`src/rtl/imem_loader_if.sv`:
```
// imem_loader_if: UART receive line in, imem write side and core control out.
interface imem_loader_if #(
    parameter int ADDR_W = 12
);
    logic              rxd;
    logic              we;
    logic [ADDR_W-1:0] addr;
    logic [31:0]       wdata;
    logic              core_rst;
    logic              done;
    logic              err;
    modport master (input rxd, output we, addr, wdata, core_rst, done, err);
    modport slave  (output rxd, input we, addr, wdata, core_rst, done, err);
endinterface

```
`src/rtl/imem_loader.sv`:
```
// imem_loader: UART 8N1 loader writing a word-count-prefixed image into imem, holding the core in reset.
// Define IMEM_LOADER_CHECKSUM_EN to require a trailing XOR-of-payload checksum byte.
module imem_loader #(
    parameter int CLKS_PER_BIT = 868,
    parameter int ADDR_W       = 12
) (
    input logic           clk,
    input logic           rst,
    imem_loader_if.master bus
);
    localparam int CW = $clog2(CLKS_PER_BIT + 1);
    localparam logic [CW-1:0] FULL = CW'(CLKS_PER_BIT - 1);
    localparam logic [CW-1:0] HALF = CW'(CLKS_PER_BIT / 2 - 1);
    typedef enum logic [1:0] {R_IDLE, R_START, R_DATA, R_STOP} rx_e;
    typedef enum logic [2:0] {HDR0, HDR1, WORD, WLAST, CSUM, FIN, ERR} ld_e;
`ifdef IMEM_LOADER_CHECKSUM_EN
    localparam ld_e TAIL = CSUM;
    logic [7:0] csum_q;
`else
    localparam ld_e TAIL = FIN;
`endif
    logic [1:0]        sync_q;
    logic              rx, rx_prev_q;
    rx_e               rx_st_q, rx_st_d;
    logic [CW-1:0]     cnt_q, cnt_d;
    logic [2:0]        bit_q, bit_d;
    logic [7:0]        sh_q, sh_d;
    logic              byte_vld, frame_err;
    ld_e               st_q, st_d;
    logic [15:0]       n_q, n_d, idx_q, idx_d;
    logic [1:0]        k_q, k_d;
    logic [31:0]       word_q, word_d, wdata_q, wdata_d;
    logic [ADDR_W-1:0] addr_q, addr_d;
    logic              we_q, we_d, in_range;

    assign rx       = sync_q[1];
    assign in_range = (idx_q >> ADDR_W) == 16'd0;

    always_ff @(posedge clk) begin
        if (rst) begin
            sync_q    <= 2'b11;
            rx_prev_q <= 1'b1;
            rx_st_q   <= R_IDLE;
            cnt_q     <= '0;
            bit_q     <= '0;
            sh_q      <= '0;
        end else begin
            sync_q    <= {sync_q[0], bus.rxd};
            rx_prev_q <= rx;
            rx_st_q   <= rx_st_d;
            cnt_q     <= cnt_d;
            bit_q     <= bit_d;
            sh_q      <= sh_d;
        end
    end

    // Start sampled mid-bit, then every full bit period; stop sample yields byte or framing error.
    always_comb begin
        rx_st_d   = rx_st_q;
        cnt_d     = cnt_q + 1'b1;
        bit_d     = bit_q;
        sh_d      = sh_q;
        byte_vld  = 1'b0;
        frame_err = 1'b0;
        case (rx_st_q)
            R_IDLE: begin
                cnt_d   = '0;
                rx_st_d = (rx_prev_q && !rx) ? R_START : R_IDLE;
            end
            R_START: if (cnt_q == HALF) begin
                cnt_d   = '0;
                rx_st_d = rx ? R_IDLE : R_DATA;
            end
            R_DATA: if (cnt_q == FULL) begin
                cnt_d   = '0;
                sh_d    = {rx, sh_q[7:1]};
                bit_d   = bit_q + 3'd1;
                rx_st_d = (bit_q == 3'd7) ? R_STOP : R_DATA;
            end
            default: if (cnt_q == FULL) begin
                cnt_d     = '0;
                rx_st_d   = R_IDLE;
                byte_vld  = rx;
                frame_err = !rx;
            end
        endcase
    end

    always_ff @(posedge clk) begin
        if (rst) begin
            st_q    <= HDR0;
            n_q     <= '0;
            idx_q   <= '0;
            k_q     <= '0;
            word_q  <= '0;
            we_q    <= 1'b0;
            addr_q  <= '0;
            wdata_q <= '0;
        end else begin
            st_q    <= st_d;
            n_q     <= n_d;
            idx_q   <= idx_d;
            k_q     <= k_d;
            word_q  <= word_d;
            we_q    <= we_d;
            addr_q  <= addr_d;
            wdata_q <= wdata_d;
        end
    end

`ifdef IMEM_LOADER_CHECKSUM_EN
    always_ff @(posedge clk)
        csum_q <= rst ? 8'd0 : (st_q == WORD && byte_vld) ? csum_q ^ sh_q : csum_q;
`endif

    // Words past the memory are still counted so the image length is honoured.
    always_comb begin
        st_d    = st_q;
        n_d     = n_q;
        idx_d   = idx_q;
        k_d     = k_q;
        word_d  = word_q;
        we_d    = 1'b0;
        addr_d  = addr_q;
        wdata_d = wdata_q;
        if (frame_err && st_q != FIN) st_d = ERR;
        else case (st_q)
            HDR0: if (byte_vld) begin
                n_d[7:0] = sh_q;
                st_d     = HDR1;
            end
            HDR1: if (byte_vld) begin
                n_d[15:8] = sh_q;
                st_d      = (n_d == 16'd0) ? TAIL : WORD;
            end
            WORD: if (byte_vld) begin
                word_d[8*k_q +: 8] = sh_q;
                k_d = k_q + 2'd1;
                if (k_q == 2'd3) begin
                    we_d    = in_range;
                    addr_d  = in_range ? idx_q[ADDR_W-1:0] : addr_q;
                    wdata_d = in_range ? word_d : wdata_q;
                    idx_d   = idx_q + 16'd1;
                    st_d    = (idx_d == n_q) ? WLAST : WORD;
                end
            end
            WLAST: st_d = TAIL;
`ifdef IMEM_LOADER_CHECKSUM_EN
            CSUM: if (byte_vld) st_d = (sh_q == csum_q) ? FIN : ERR;
`endif
            default: ;
        endcase
    end

    always_comb begin
        bus.core_rst = st_q != FIN;
        bus.done     = st_q == FIN;
        bus.err      = st_q == ERR;
    end

    assign bus.we    = we_q;
    assign bus.addr  = addr_q;
    assign bus.wdata = wdata_q;
endmodule

```
`src/flat_wrapper.sv`:
```
// flat-port wrapper written by rule: the top's interface ports become plain ports
module imem_loader_flat 
#(
    parameter int CLKS_PER_BIT = 868,
    parameter int ADDR_W       = 12
)
  (clk, rst, bus_rxd, bus_we, bus_addr, bus_wdata, bus_core_rst, bus_done, bus_err);
  imem_loader_if #(.ADDR_W(ADDR_W)) bus_i ();
  input logic clk;
  input logic rst;
  input wire logic [$bits(bus_i.rxd)-1:0] bus_rxd;
  output wire logic [$bits(bus_i.we)-1:0] bus_we;
  output wire logic [$bits(bus_i.addr)-1:0] bus_addr;
  output wire logic [$bits(bus_i.wdata)-1:0] bus_wdata;
  output wire logic [$bits(bus_i.core_rst)-1:0] bus_core_rst;
  output wire logic [$bits(bus_i.done)-1:0] bus_done;
  output wire logic [$bits(bus_i.err)-1:0] bus_err;
  assign bus_i.rxd = bus_rxd;
  assign bus_we = bus_i.we;
  assign bus_addr = bus_i.addr;
  assign bus_wdata = bus_i.wdata;
  assign bus_core_rst = bus_i.core_rst;
  assign bus_done = bus_i.done;
  assign bus_err = bus_i.err;
  imem_loader #(.CLKS_PER_BIT(CLKS_PER_BIT), .ADDR_W(ADDR_W)) u_core (.clk(clk), .rst(rst), .bus(bus_i));
endmodule
```
`config.mk`:
```
export PLATFORM = sky130hd
export DESIGN_NAME = imem_loader_flat
export DESIGN_NICKNAME = d
export VERILOG_FILES = /design/src/rtl/imem_loader_if.sv /design/src/rtl/imem_loader.sv /design/src/flat_wrapper.sv
export SDC_FILE = /design/constraint.sdc
export NUM_CORES = 1
export LEC_CHECK = 0
export ABC_CLOCK_PERIOD_IN_PS = 2200
export CORE_ASPECT_RATIO = 0.7
export CORE_UTILIZATION = 40
export CTS_CLUSTER_SIZE = 28
export DETAILED_ROUTE_END_ITERATION = 6
export PLACE_DENSITY_LB_ADDON = 0.3
export RECOVER_POWER = 25
export SLEW_MARGIN = 0
export SYNTH_ARGS = -nofsm -noshare
export SYNTH_HDL_FRONTEND = slang
export SYNTH_SLANG_ARGS = --single-unit
```
`constraint.sdc`:
```
create_clock -name clk -period 2.2 [get_ports clk]
set_input_delay 0.66 -clock clk [delete_from_list [all_inputs] [get_ports clk]]
set_output_delay 0.66 -clock clk [all_outputs]
set_load 0.005 [all_outputs]
```
==> results_dict.tcl <==
set metrics [dict create \
    status "finished, final reports clean" \
    power_uw 5770 \
    max_cap_viol_count 0 \
    final_nets 920 \
    syn_area_per_cell_um2 8.00 \
    worstSetupStartpointType "flip-flop" \
    max_freq_ghz 0.475 \
    cp_slowest_cell "dfxtp_1" \
    grt_setup_unrepaired "no" \
    dpl.hpwl_mm 10.3 \
    grt_overflow_total 0 \
    cp.arrival_ns 2.45 \
    dr.pass1.iters 5 \
    synth_flop_cell "dfxtp_1" \
    hold_class "flip-flop to flip-flop" \
    drive_gt1_share_pct 20.8 \
    clock_path_buffers 2 \
    critPathCaptureType "flip-flop" \
    first_iter_violations 378 \
    cp.buffers_inverters 0 \
    grt_first_pass_wirelength_mm 26.7 \
    drt.antenna.violating_nets 0 \
    setup_violations 0 \
    fin_setup_tns_ns 0 \
    crit_path_cell_trace "ha_1 -> and3_1 -> nand4_1 -> xnor2_1 -> a2111oi_1 -> o2111ai_1 -> o21ai_1" \
    cts_tree "done" \
    antenna_found_initial 0 \
    grt_max_degree 87 \
    rows 39 \
    fin_skew_ns 0.0109 \
    p_leak_uw 0.00294 \
    io_buffers 50 \
    cts_buffers 17 \
    num_antenna_cells 0 \
    async_flop_share_pct 0 \
    setup_slack_ns 0.0954 \
    syn_inst 843 \
    core_area_mm2 0.0164 \
    peakVddDrop_mv 0.494 \
    critPathMaxFanout 5 \
    insertion_delay_ns 0.42 \
    synth_edf_count 0 \
    grt_pass1_vias 5192 \
    htreeDepth 4 \
    drc 0 \
    via_per_inst 4.99 \
    routed_wl_mm 16.1 \
    die_x_um 157 \
    ys_seq_area_share_pct 41.6 \
    hold_depth 1 \
    power_density_mw_per_mm2 691 \
    r2r_slack_ns 0.1 \
    regToRegEndpoint "u_core.st_q[0]" \
    ioPinCount 51 \
    synth_warnings 0 \
    place_ws_ns -0.00554 \
    yosysUniqueCellTypes 54 \
    avgRoutedWirePerCell_um 14.0 \
    r2r.worst_path.cells 7 \
    hold_buffers 0 \
    cts_sinks 140 \
    grt_usage_pct 19.5 \
    slowest_delay_ns 0.42 \
    clkTransAtPathRegs_ns 0.06 \
    syn-cell-area_mm2 0.00674 \
    hold_violations 0 \
    tightest_slew_ns 0.497 \
    cp_top_family "compound AO/OA/AOI/OAI gates" \
    vias 5708 \
    die_area_mm2 0.0174 \
    timing.final.crit_period_ns 2.10 \
    die_h_um 111 \
    finalMaxSlewViolations 0 \
    maxSlewHeadroom_pct 66.6 \
    crit_type "flip-flop to flip-flop" \
    r2r-start "u_core.idx_q[1]" \
    start_util_pct 41.1 \
    fin_crit_sh_pct 95.7 \
    synth_nets 858 \
    hold_path_end "u_core.sync_q[1]" \
    yosys_register_bits 140 \
    gp_congestion 0.813 \
    holdCritStartpoint "u_core.sync_q[0]" \
    clockRootBuffer "clkbuf_16" \
    area_growth_pct 24.0 \
    critPathRequiredTime_ns 2.55 \
]
==> Yosys cell counts (2+ instances only) <==
library cell  instances  area, um^2
a21oi_1              71         355
a21oi_2              40         350
and2_1                3        18.8
and3_1                6        37.5
and4_1                2        17.5
buf_12                5         100
buf_2                11        55.1
clkbuf_1             40         150
dfxtp_1             140        2800
ha_1                 12         150
inv_1                41         154
mux2i_1              10         100
nand2_1             195         732
nand2_2              41         257
nand2b_1              2        12.5
nand3_1              15        75.1
nand3b_1              2        15.0
nand4_1              13        81.3
nand4b_1              2        17.5
nor2_1               39         146
nor3_1                9        45.0
nor3_2                3        30.0
nor4_1               12        75.1
nor4_4                2        42.5
o211ai_1              3        22.5
o21ai_0              43         215
o21ai_1               2        10.0
or2_2                 5        31.3
or3_1                10        62.6
xnor2_1              26         228
xor2_1               15         131
==> area by class of cell <==
| cell class | instances | area, um^2 |
|---|---|---|
| Clock buffer | 18 | 429 |
| Clock inverter | 14 | 218 |
| Fill cell | 1591 | 8040 |
| Inverter | 41 | 154 |
| Multi-Input combinational cell | 604 | 3520 |
| Sequential cell | 140 | 2810 |
| Tap cell | 225 | 282 |
| Timing Repair Buffer | 101 | 952 |
==> how the worst max path moves through the flow <==
stage                          from                    to  slack, ns  cells past startpoint
CTS                 u_core.cnt_q[1]        u_core.st_q[0]     -0.009                      7
floorplan           u_core.cnt_q[0]    u_core.bus.addr[1]       0.11                     10
detailed placement  u_core.cnt_q[1]        u_core.n_q[14]     -0.006                      7
finish              u_core.idx_q[1]        u_core.st_q[0]        0.1                      7
global route        u_core.cnt_q[3]  u_core.bus.wdata[19]      0.008                      7
global placement    u_core.cnt_q[1]        u_core.n_q[13]       0.01                      7
==> logic make-up (layout without fill, tap and decap cells) <==
logic type	after synthesis	count (layout)	synth area share, %
buffers and inverters	99	174	7.05
AND/OR/NAND/NOR	372	372	26.9
adder cells (fa/ha/maj)	12	12	2.23
XOR/XNOR	41	41	5.33
multiplexers	10	10	1.48
AO/OA/AOI/OAI	169	169	15.4
flip-flops	140	140	41.6
==> report_power, final <==
part | total, uW | internal, uW | switching [uW]
Clock | 3160 | 2020 | 1140
Combinational | 70.7 | 15.9 | 54.8
Sequential | 2540 | 2540 | 1.75
==> layout by cell type, fill, tap and decap left out, types with 4 or more instances in the layout <==
master,synthesis,final
clkbuf_16,0,17
nand3_1,15,15
and3_1,6,5
dlygate4sd3_1,0,31
buf_12,5,6
xor2_1,15,15
bufinv_16,0,5
xnor2_1,26,26
ha_1,12,12
nor3_1,9,9
dfxtp_1,140,136
clkdlybuf4s50_1,0,15
a21oi_1,71,71
nand4_1,13,13
nor2_1,39,38
buf_4,0,45
nand2_2,41,41
dfxtp_2,0,4
o21ai_0,43,43
or3_1,10,9
nand2_1,195,194
mux2i_1,10,10
or2_2,5,5
nor4_1,12,12
a21oi_2,40,40
inv_1,41,40
==> routing by layer <==
layer	vias to the layer above	GRT usage, %	part of all wire (%)	routed length [um]
met5	-	0	0	0
met2	139	26.8	41	6510
li1	2912	-	-	-
met4	0	5.57	1.1	176
met1	2641	30.2	53	8580
met3	16	3.53	4.9	789
==> sequential cells by signal, indices dropped and copies added (netlist names) <==
register,count
u_core.sync_q,2
u_core.st_q,3
u_core.rx_prev_q,1
u_core.bus.addr,12
u_core.bit_q,3
u_core.rx_st_q,2
u_core.word_q,32
u_core.k_q,2
u_core.bus.we,1
u_core.idx_q,16
u_core.bus.wdata,32
u_core.cnt_q,10
u_core.sh_q,8
u_core.n_q,16
==> timing repair <==
action,4_1_cts,5_1_grt
endpoints found under the setup margin,22,72
pin swaps,1,2
buffers inserted,1,2
resized for setup,13,8
==> through the flow <==
stage	hold slack [ns]	util [%]	area [um^2]	instances
after global routing	0.422	51.0	8360	1143
after detailed placement	0.397	46.6	7630	1108
after floorplan	0.389	-	6740	843
after CTS	0.411	50.7	8310	1141
after global placement	0.392	46.6	7630	1108
final	0.407	51.0	8360	1143
No activity file was read; power rests on OpenSTA's default activity.
